==> config.mk <==
export PLATFORM = sky130hd
export DESIGN_NAME = branch_offset_encoder
export DESIGN_NICKNAME = d
export VERILOG_FILES = /design/src/rtl/branch_offset_encoder.sv
export SDC_FILE = /design/constraint.sdc
export NUM_CORES = 1
export LEC_CHECK = 0
export CAP_MARGIN = 20
export CORE_MARGIN = 1
export CORE_UTILIZATION = 30
export DETAILED_ROUTE_END_ITERATION = 16
export SETUP_SLACK_MARGIN = 0.02
export SYNTH_ARGS = -nofsm -noshare
export SYNTH_HDL_FRONTEND = slang
export SYNTH_SLANG_ARGS = --single-unit
==> constraint.sdc <==
create_clock -name clk -period 3.22 [get_ports clk]
set_clock_uncertainty 0.15 [all_clocks]
set_input_delay 0.644 -clock clk [delete_from_list [all_inputs] [get_ports clk]]
set_output_delay 0.644 -clock clk [all_outputs]
set_load 0.1 [all_outputs]
==> src/rtl/branch_offset_encoder.sv <==
// Purpose : encode branch target as a signed PC-relative immediate, flag unencodable offsets.
// Latency : 2 cycles from accept to out_valid (stage 1 diff/range, stage 2 output register).
// Backpressure: valid/ready both sides; holds up to 2 results; in_ready drops when both stages are stalled.
// Option  : define BRANCH_OFFSET_ALIGN_CHECK_EN to also reject offsets with diff[1:0] != 0.
module branch_offset_encoder #(
  parameter int PC_W  = 32,
  parameter int IMM_W = 16
) (
  input  logic             clk,
  input  logic             rst_n,
  input  logic             in_valid,
  output logic             in_ready,
  input  logic [PC_W-1:0]  in_pc,
  input  logic [PC_W-1:0]  in_target,
  output logic             out_valid,
  input  logic             out_ready,
  output logic [IMM_W-1:0] out_imm,
  output logic             out_range_err,
  output logic [7:0]       err_count
);

  // Offset arithmetic on the incoming request
  logic [PC_W-1:0]    diff;
  logic [PC_W-IMM_W:0] diff_upper;
  logic               range_err;
  logic               align_err;
  logic               req_err;

  // Pipeline state
  logic             s1_vld_q, s1_vld_d;
  logic [IMM_W-1:0] s1_diff_q, s1_diff_d;
  logic             s1_err_q, s1_err_d;
  logic             s2_vld_q, s2_vld_d;
  logic [IMM_W-1:0] s2_imm_q, s2_imm_d;
  logic             s2_err_q, s2_err_d;
  logic [7:0]       err_cnt_q, err_cnt_d;

  logic s2_adv;
  logic s1_load;

  // Offset and error classification: encodable iff the bits above the sign bit replicate it
  always_comb begin
    diff       = in_target - in_pc;
    diff_upper = diff[PC_W-1:IMM_W-1];
    range_err  = !((&diff_upper) || !(|diff_upper));
`ifdef BRANCH_OFFSET_ALIGN_CHECK_EN
    align_err  = |diff[1:0];
`else
    align_err  = 1'b0;
`endif
    req_err    = range_err || align_err;
  end

  // Handshake: stage 2 moves when empty or drained; stage 1 loads when empty or moving on
  always_comb begin
    s2_adv   = !s2_vld_q || out_ready;
    s1_load  = !s1_vld_q || s2_adv;
    in_ready = rst_n && s1_load;
  end

  // Next-state for both pipeline stages and the saturating error counter
  always_comb begin
    s1_vld_d  = s1_vld_q;
    s1_diff_d = s1_diff_q;
    s1_err_d  = s1_err_q;
    s2_vld_d  = s2_vld_q;
    s2_imm_d  = s2_imm_q;
    s2_err_d  = s2_err_q;
    err_cnt_d = err_cnt_q;

    if (s1_load) begin
      s1_vld_d = in_valid;
      if (in_valid) begin
        s1_diff_d = diff[IMM_W-1:0];
        s1_err_d  = req_err;
      end
    end

    if (s2_adv) begin
      s2_vld_d = s1_vld_q;
      if (s1_vld_q) begin
        s2_imm_d = s1_err_q ? '0 : s1_diff_q;
        s2_err_d = s1_err_q;
      end
    end

    if (s2_vld_q && out_ready && s2_err_q && (err_cnt_q != 8'hFF)) begin
      err_cnt_d = err_cnt_q + 8'd1;
    end
  end

  // State registers; reset discards anything in flight
  always_ff @(posedge clk or negedge rst_n) begin
    if (!rst_n) begin
      s1_vld_q  <= 1'b0;
      s1_diff_q <= '0;
      s1_err_q  <= 1'b0;
      s2_vld_q  <= 1'b0;
      s2_imm_q  <= '0;
      s2_err_q  <= 1'b0;
      err_cnt_q <= 8'd0;
    end else begin
      s1_vld_q  <= s1_vld_d;
      s1_diff_q <= s1_diff_d;
      s1_err_q  <= s1_err_d;
      s2_vld_q  <= s2_vld_d;
      s2_imm_q  <= s2_imm_d;
      s2_err_q  <= s2_err_d;
      err_cnt_q <= err_cnt_d;
    end
  end

  assign out_valid     = s2_vld_q;
  assign out_imm       = s2_imm_q;
  assign out_range_err = s2_err_q;
  assign err_count     = err_cnt_q;

endmodule

==> Yosys cells after proc, flatten, opt, wreduce, memory -nomap -nowiden <==
Cells that the tools add are included.
{ "classes": {"n_addsub": 2, "n_eq_ne": 1, "n_mux": 1, "reduce_logical": 15} }
{ "op_table": {"columns": ["cell", "n"], "rows": [
  ["$sub 32x32->32", 1],
  ["$reduce_and 17->1", 1],
  ["$reduce_or 17->1", 1],
  ["$mux 16", 1],
  ["$add 8x1->8 const B", 1],
  ["$ne 8x8->1 const B", 1],
  ["$logic_and 1x1->1", 4],
  ["$logic_not 1->1", 4],
  ["$reduce_and 2->1", 2],
  ["$logic_or 1x1->1", 3]
]} }
{ "totals": {"register_bits": 44, "inputBits": 68, "output_inout_bits": 27, "wordCells": 26} }

==> Depth between registers and ports, before layout <==
Gate-level depths: netlist of run 1.
{ "logic_depth": {"word_depth": 5, "ltp_mapped": 13, "mapped_depth_nobuf": 13} }

==> Least setup slack after synthesis of run 1 <==
Ideal clock, no wire load.
{ "synth_path": {"path_type": "in2reg", "start": "input port in_target[0]", "end": "register s1_err_q", "arrival_time_ns": 3.296, "t_required_ns": 2.940, "setup_slack_ns": -0.355, "cell_stages": 13, "path_buffers": 0, "path_cell_list": "inv_1 ha_1 fa_1 and2b_2 o22a_2 a211oi_2 o31a_1 o41ai_4 a31oi_1 xor2_1 nand4_1 o41ai_1 nor2b_1"} }
{ "synth_via": {"elab_chain_cells": 5} }
{ "synth_rtl": {"columns": ["element", "line", "text"], "rows": [
  ["from (decl)", "14", "input logic [PC_W-1:0] in_target,"],
  ["$sub 32x32->32 *", "43", "diff = in_target - in_pc;"],
  ["$reduce_or 17->1", "45", "range_err = !((&diff_upper) || !(|diff_upper));"],
  ["$logic_not 1->1", "45", null],
  ["$logic_or 1x1->1 *", "45", null],
  ["$logic_not 1->1 *", "45", null],
  ["to (signal assigned)", "105", "s1_err_q <= s1_err_d;"],
  ["to (decl)", "32", "logic s1_err_q, s1_err_d;"]
]} }
Mark *: on every way between the ends. The rest lies on a longest branch, timed or not.
A chain may end at the register's enable or synchronous reset.

==> Worst setup path in the final report of run 1 <==
{ "layout_path": {"start": "input port in_pc[4]", "end": "register s1_err_q"} }
{ "layout_via": {"elab_chain_cells": 5} }
{ "layout_rtl": {"columns": ["element", "line", "text"], "rows": [
  ["from (decl)", "13", "input logic [PC_W-1:0] in_pc,"],
  ["$sub 32x32->32 *", "43", null],
  ["$reduce_or 17->1", "45", null],
  ["$logic_not 1->1", "45", null],
  ["$logic_or 1x1->1 *", "45", null],
  ["$logic_not 1->1 *", "45", null]
]} }
Marks and branches as above.

==> results of run 1 <==
timing repair:
item | CTS | global route
pin swaps | 22 | 36
resized for setup | 48 | 49
setup buffers | 15 | 9
setup endpoints to repair | 1 | 2
endpoints found under the hold margin | 0 | 0
Yosys cell counts (all sizes together), types with 2 or more instances:
cell type,count
o2111ai,2
ha,32
dfrtp,44
and3,5
nand3b,2
nand3,12
a31o,2
o21ai,52
mux2i,2
nor4,3
o41ai,2
xor2,22
a31oi,5
a221o,2
o211ai,2
or3b,2
a21oi,38
a21o,7
inv,39
nand4,17
clkbuf,6
o21a,3
mux2,3
o2111a,2
buf,12
and2b,2
nand2,59
nor2b,3
xnor2,14
o21bai,4
nor2,26
nand2b,21
a22o,2
a211oi,5
power by group:
group | switching, mW | internal, mW | total (mW)
logic | 0.753 | 0.567 | 1.32
clock network | 0.196 | 0.440 | 0.635
registers | 0.0774 | 0.639 | 0.716
total | 1.03 | 1.65 | 2.67
through the flow:
stage	setup slack (ps)	TNS, ps	hold WS [ps]	power [mW]	cell area (sq um)
after floorplan	-167	-167	198	1.48	3920
after global placement	-764	-764	314	1.89	5670
after detailed placement	-858	-872	321	1.91	5670
after CTS	-234	-307	335	2.63	6190
after global routing	-330	-330	352	2.82	6410
final	-212	-212	329	2.67	6410
routing by layer:
layer	vias up	GRT usage [%]	wire length, um
li1	2074	-	-
met1	1850	21.7	5250
met2	82	28.0	5480
met3	15	1.87	307
met4	0	3.50	138
met5	-	0	0
state kept, by name (all words and copies together) (netlist names):
name	count
out_range_err	1
s1_vld_q	1
s1_err_q	1
out_valid	1
s1_diff_q	16
err_count	8
out_imm	16
cells by family after synthesis:
kind of cell    after synthesis  synth area share (%)
xor+xnor                     36                  8.06
fa+ha+maj                    33                  10.7
flops                        44                  28.1
compound gates              136                  23.7
simple gates                160                  20.9
buf+inv                      57                  7.10
mux                           5                  1.37
cell type report:
cell class              instances  share of cell area [%]
clock buffers                   5                    1.95
clock inverters                 2                   0.936
inverters                      39                    2.32
multi-input cells             370                    45.0
flip-flops and latches         44                    17.2
well taps                     172                    3.36
repair buffers                222                    29.3
critical path: stages:
cell	delay (ps)
clkdlybuf4s50_1	470
inv_2	50
ha_4	250
a21o_1	180
a31o_1	240
o21bai_1	160
and3b_4	240
a31oi_4	100
xnor2_1	160
or4_4	480
nor4_2	230
nand4_1	90
nor2b_1	140
worst paths after layout:
check,end,cells past startpoint
setup / recovery,s1_err_q,13
hold / removal,s1_diff_q[13],2
setup reg to reg,s1_err_q,6
hold reg to reg,s1_diff_q[13],2
max in group asynchronous,err_count[3],2
min in group asynchronous,s1_diff_q[3],2
==> run_results.csv, run 1 <==
group,metric,value,unit
outcome,status,"finished, violations left",
outcome,violations,"negative setup slack",
finish,register_area,0.00110,sq mm
finish,area_delta_synth_final,63.9,%
logic_synthesis,postSynthCellCount,471,
sta,min_period_over_period,107,%
setup_path,critical_path_class,"in2reg",
global_routing,grt_pass1_wl,17700,um
finish,fin_util,50.6,%
detailed_routing,num_vias,4021,
logic_synthesis,ys.flop_type,"dfrtp_1",
logic_synthesis,yosys_warnings,0,
setup_path,setup.worst_path.start_class,"primary input",
clock_network,clock_latency,280,ps
clock_network,holdBufCountCts,0,
setup_path,critPathCaptureType,"flip-flop",
logic_synthesis,synth_enable_flop_cells,0,
detailed_routing,vias_per_cell,4.71,
logic_synthesis,synthArstFlopShare,100,%
sta,finalSetupViolCount,1,
setup_path,r2r_start,"out_valid",
clock_network,clockRootBuffer,"clkbuf_16",
finish,layout_common_cells,"buf_4, nand2_1, clkdlybuf4s50_1",
finish,mostFrequentLayoutCell,"buf_4",
floorplanning,die_h,116,um
logic_synthesis,syn_avg_cell_area,8.31,sq um
clock_network,clock_sinks,44,
placed_design,placed_cells,823,
global_routing,gr-total-overflow,0,
floorplanning,start_util,30.9,%
setup_path,r2r_slack,1300,ps
detailed_routing,ant_nets,0,
detailed_routing,wire_per_inst,13.1,um
power_and_ir_drop,leakage,3.01,nW
global_routing,grt_max_degree,45,
hold_path,hold_start,"s1_diff_q[13]",
clock_network,cts_max_level,2,
job,max_cap_violations,0,
sta,worstMarginPinSlew,550,ps
setup_path,cp_max_fo,5,
floorplanning,ios,95,
placed_design,dp_hpwl,8490,um
logic_synthesis,synth_seq_cells,44,
clock_network,cts_tree,"done",
floorplanning,num_rows,41,
logic_synthesis,syn-cell-area,0.00391,sq mm
logic_synthesis,ys_types,64,
global_routing,grtUsageTotal,16.2,%
detailed_routing,drt-total-wl,11200,um
hold_path,hold_path.class,"reg2reg",
clock_network,clockBufferDepth,2,
sta,rsz0062_at_grt,"yes",
global_routing,grt_pass1_vias,3843,
floorplanning,die_area,0.0135,sq mm
floorplanning,core,0.0127,sq mm
sta,hold_viol,0,
clock_network,cts-buffers-inserted,5,
sta,fmax,291,MHz
finish,fin_nets,783,
finish,multi_input_area,0.00289,sq mm
placed_design,io_buffers,94,
detailed_routing,remaining_drc_errors,0,
power_and_ir_drop,power_per_cell_area,417,mW/mm^2
logic_synthesis,synth_area_leader_cell,"dfrtp_1",
global_routing,grt_antenna_before_repair,0,
setup_path,crit_arrival,3440,ps
finish,fillers,1230,
clock_network,path_clk_slew,60,ps
detailed_routing,drt-pass1-iter-count,4,
logic_synthesis,yosysSeqAreaShare,28.1,%
placed_design,place_congestion,0.843,
setup_path,required,3230,ps
sta,maxSlewViolCount,0,
floorplanning,die_w,116,um
sta,fin_ws,-212,ps
finish,diodes,0,
sta,slew_headroom,63.3,%
logic_synthesis,synthTopCellsByArea,"dfrtp_1, ha_1, nand2_1",
finish,drive_gt1_share,35.8,%
setup_path,worstSetupStartpoint,"in_pc[4]",
logic_synthesis,synth_nets,572,
detailed_routing,drt_iter0_drc,140,
logic_synthesis,yosysTopAreaCellShare,28.1,%
finish,final_cells,854,
power_and_ir_drop,ir_drop,0.000201,V
sta,period_needed,3430,ps
Power figures use the tool's default switching activity.
==> run 2: changes to the inputs <==
--- a/config.mk
+++ b/config.mk
@@ -7,8 +7,9 @@
 export LEC_CHECK = 0
 export CAP_MARGIN = 20
 export CORE_MARGIN = 1
-export CORE_UTILIZATION = 30
+export CORE_UTILIZATION = 55
 export DETAILED_ROUTE_END_ITERATION = 16
+export PLACE_DENSITY = 0.87
 export SETUP_SLACK_MARGIN = 0.02
 export SYNTH_ARGS = -nofsm -noshare
 export SYNTH_HDL_FRONTEND = slang
==> run_results.csv, run 2 (synthesized netlist as in run 1, its figures left out) <==
group,metric,value,unit
sta,worstMarginPinSlew,530,ps
clock_network,clock_sinks,44,
setup_path,crit_buf_inv,1,
clock_network,cts_tree,"done",
power_and_ir_drop,power_per_cell_area,418,mW/mm^2
sta,finalSetupViolCount,2,
global_routing,grt_antenna_before_repair,0,
sta,hold_viol,0,
sta,fin_ws,-484,ps
outcome,status,"finished, violations left",
sta,fmax,270,MHz
power_and_ir_drop,leakage,2.84,nW
finish,diodes,0,
finish,mostFrequentLayoutCell,"buf_4",
detailed_routing,vias_per_cell,6.03,
detailed_routing,drt-total-wl,14300,um
setup_path,cpPeakStageDelay,610,ps
placed_design,place_congestion,0.920,
global_routing,gr-total-overflow,0,
setup_path,required,3250,ps
sta,fin_tns_setup,-532,ps
setup_path,cpMaxStageDelayCell,"clkdlybuf4s50_1",
detailed_routing,wire_per_inst,18.6,um
sta,slew_headroom,64.6,%
clock_network,clockBufferDepth,2,
setup_path,crit_family,"compound AO/OA/AOI/OAI gates",
sta,maxSlewViolCount,0,
detailed_routing,drt_iter0_drc,457,
placed_design,placed_cells,740,
detailed_routing,remaining_drc_errors,0,
finish,area_delta_synth_final,56.5,%
power_and_ir_drop,total_power,2.56,mW
clock_network,cts-buffers-inserted,5,
job,max_cap_violations,0,
global_routing,grt_max_degree,45,
hold_path,hold_path.class,"in2async",
floorplanning,core,0.00683,sq mm
clock_network,clockRootBuffer,"clkbuf_8",
clock_network,holdBufCountCts,0,
finish,layout_common_cells,"buf_4, nand2_1, clkdlybuf4s50_1",
sta,rsz0062_at_grt,"yes",
sta,min_period_over_period,115,%
finish,finalInstanceArea,0.00613,sq mm
global_routing,grt_pass1_vias,4013,
finish,fin_nets,771,
setup_path,crit_arrival,3730,ps
sta,period_needed,3700,ps
power_and_ir_drop,ir_drop,0.000280,V
setup_path,path_cells,"clkdlybuf4s50_1 -> ha_4 -> a21o_1 -> a31o_1 -> nor2_1 -> o211ai_1 -> a21oi_1 -> xnor2_1 -> nor4_1 -> nand4_1 -> o41ai_2 -> nor2b_1",
detailed_routing,ant_nets,0,
outcome,violations,"negative setup slack",
floorplanning,start_util,57.3,%
finish,fin_util,89.7,%
finish,drive_gt1_share,33.7,%
floorplanning,die_h,86.4,um
global_routing,grt_pass1_wl,18500,um
floorplanning,num_rows,30,
setup_path,setup.worst_path.start_class,"primary input",
setup_path,critPathCaptureType,"flip-flop",
setup_path,cp_max_fo,4,
floorplanning,die_area,0.00746,sq mm
detailed_routing,drt-pass1-iter-count,8,
detailed_routing,num_vias,4627,
clock_network,clock_latency,300,ps
placed_design,dp_hpwl,8620,um
floorplanning,ios,95,
placed_design,io_buffers,94,
floorplanning,die_w,86.4,um
clock_network,path_clk_slew,90,ps
setup_path,critical_path_class,"in2reg",
finish,fillers,309,
global_routing,grtUsageTotal,31.3,%
clock_network,cts_max_level,2,
placed_design,placed_area,0.00552,sq mm
setup_path,r2r_slack,1160,ps
finish,final_cells,767,
## run 2: cell types whose count changed in the layout (fill, tap and decap cells not counted), moves of 3 or more
| cell | previous run | this run |
|---|---|---|
| clkbuf_8 | 0 | 5 |
| clkbuf_16 | 5 | 0 |
| buf_4 | 152 | 137 |
| ha_4 | 17 | 14 |
| inv_1 | 26 | 34 |
| a211oi_2 | 4 | 1 |
| inv_2 | 12 | 4 |
| dlymetal6s2s_1 | 12 | 1 |
| clkdlybuf4s50_1 | 47 | 59 |
## run 2: worst reg2reg max path, cell delays in order (launching register included)
cell,delay (ps)
dfrtp_1,420
nand3b_1,170
nand2_1,120
buf_4,240
and4b_2,320
nand4_1,150
o41ai_2,290
nor2b_1,90
## run 2: timing repair
item	4_1_cts	5_1_grt
pin swaps	22	37
hold endpoints to repair	0	0
endpoints found under the setup margin	1	1
gates cloned	0	0
buffers inserted	7	13
gates resized for setup	31	54
## run 2: final timing paths
| check | from | endpoint | cells after the start |
|---|---|---|---|
| hold / removal | rst_n | out_imm[3] | 2 |
| max in group asynchronous | rst_n | s1_diff_q[15] | 2 |
| hold reg to reg | out_imm[4] | out_imm[4] | 2 |
| min in group clk | out_imm[4] | out_imm[4] | 2 |
| setup / recovery | in_target[4] | s1_err_q | 12 |
| setup reg to reg | out_valid | s1_err_q | 7 |
## run 2: area by class of cell
class	count	area, sq um	share of cell area, %
multi-input cells	370	2870	46.8
repair buffers	210	1770	28.9
flip-flops and latches	44	1100	18.0
inverters	39	149	2.43
well taps	96	120	1.96
clock buffers	5	68.8	1.12
clock inverters	3	47.5	0.776
## run 2: through the flow
step                      hold slack [ps]  setup WS (ps)
after CTS                             317           -308
after detailed placement              321           -868
after global routing                  335           -506
final                                 295           -484
after floorplan                       198           -167
after global placement                312           -758
## run 2: power by group
part,switching (mW),internal (mW)
Combinational,0.834,0.569
Clock,0.201,0.234
Sequential,0.0833,0.637
## run 2: layer usage
layer	global-route usage (%)	wire length, um
met3	2.38	1070
met4	12.3	946
met1	40.5	5360
met5	0	0
met2	54.5	6910
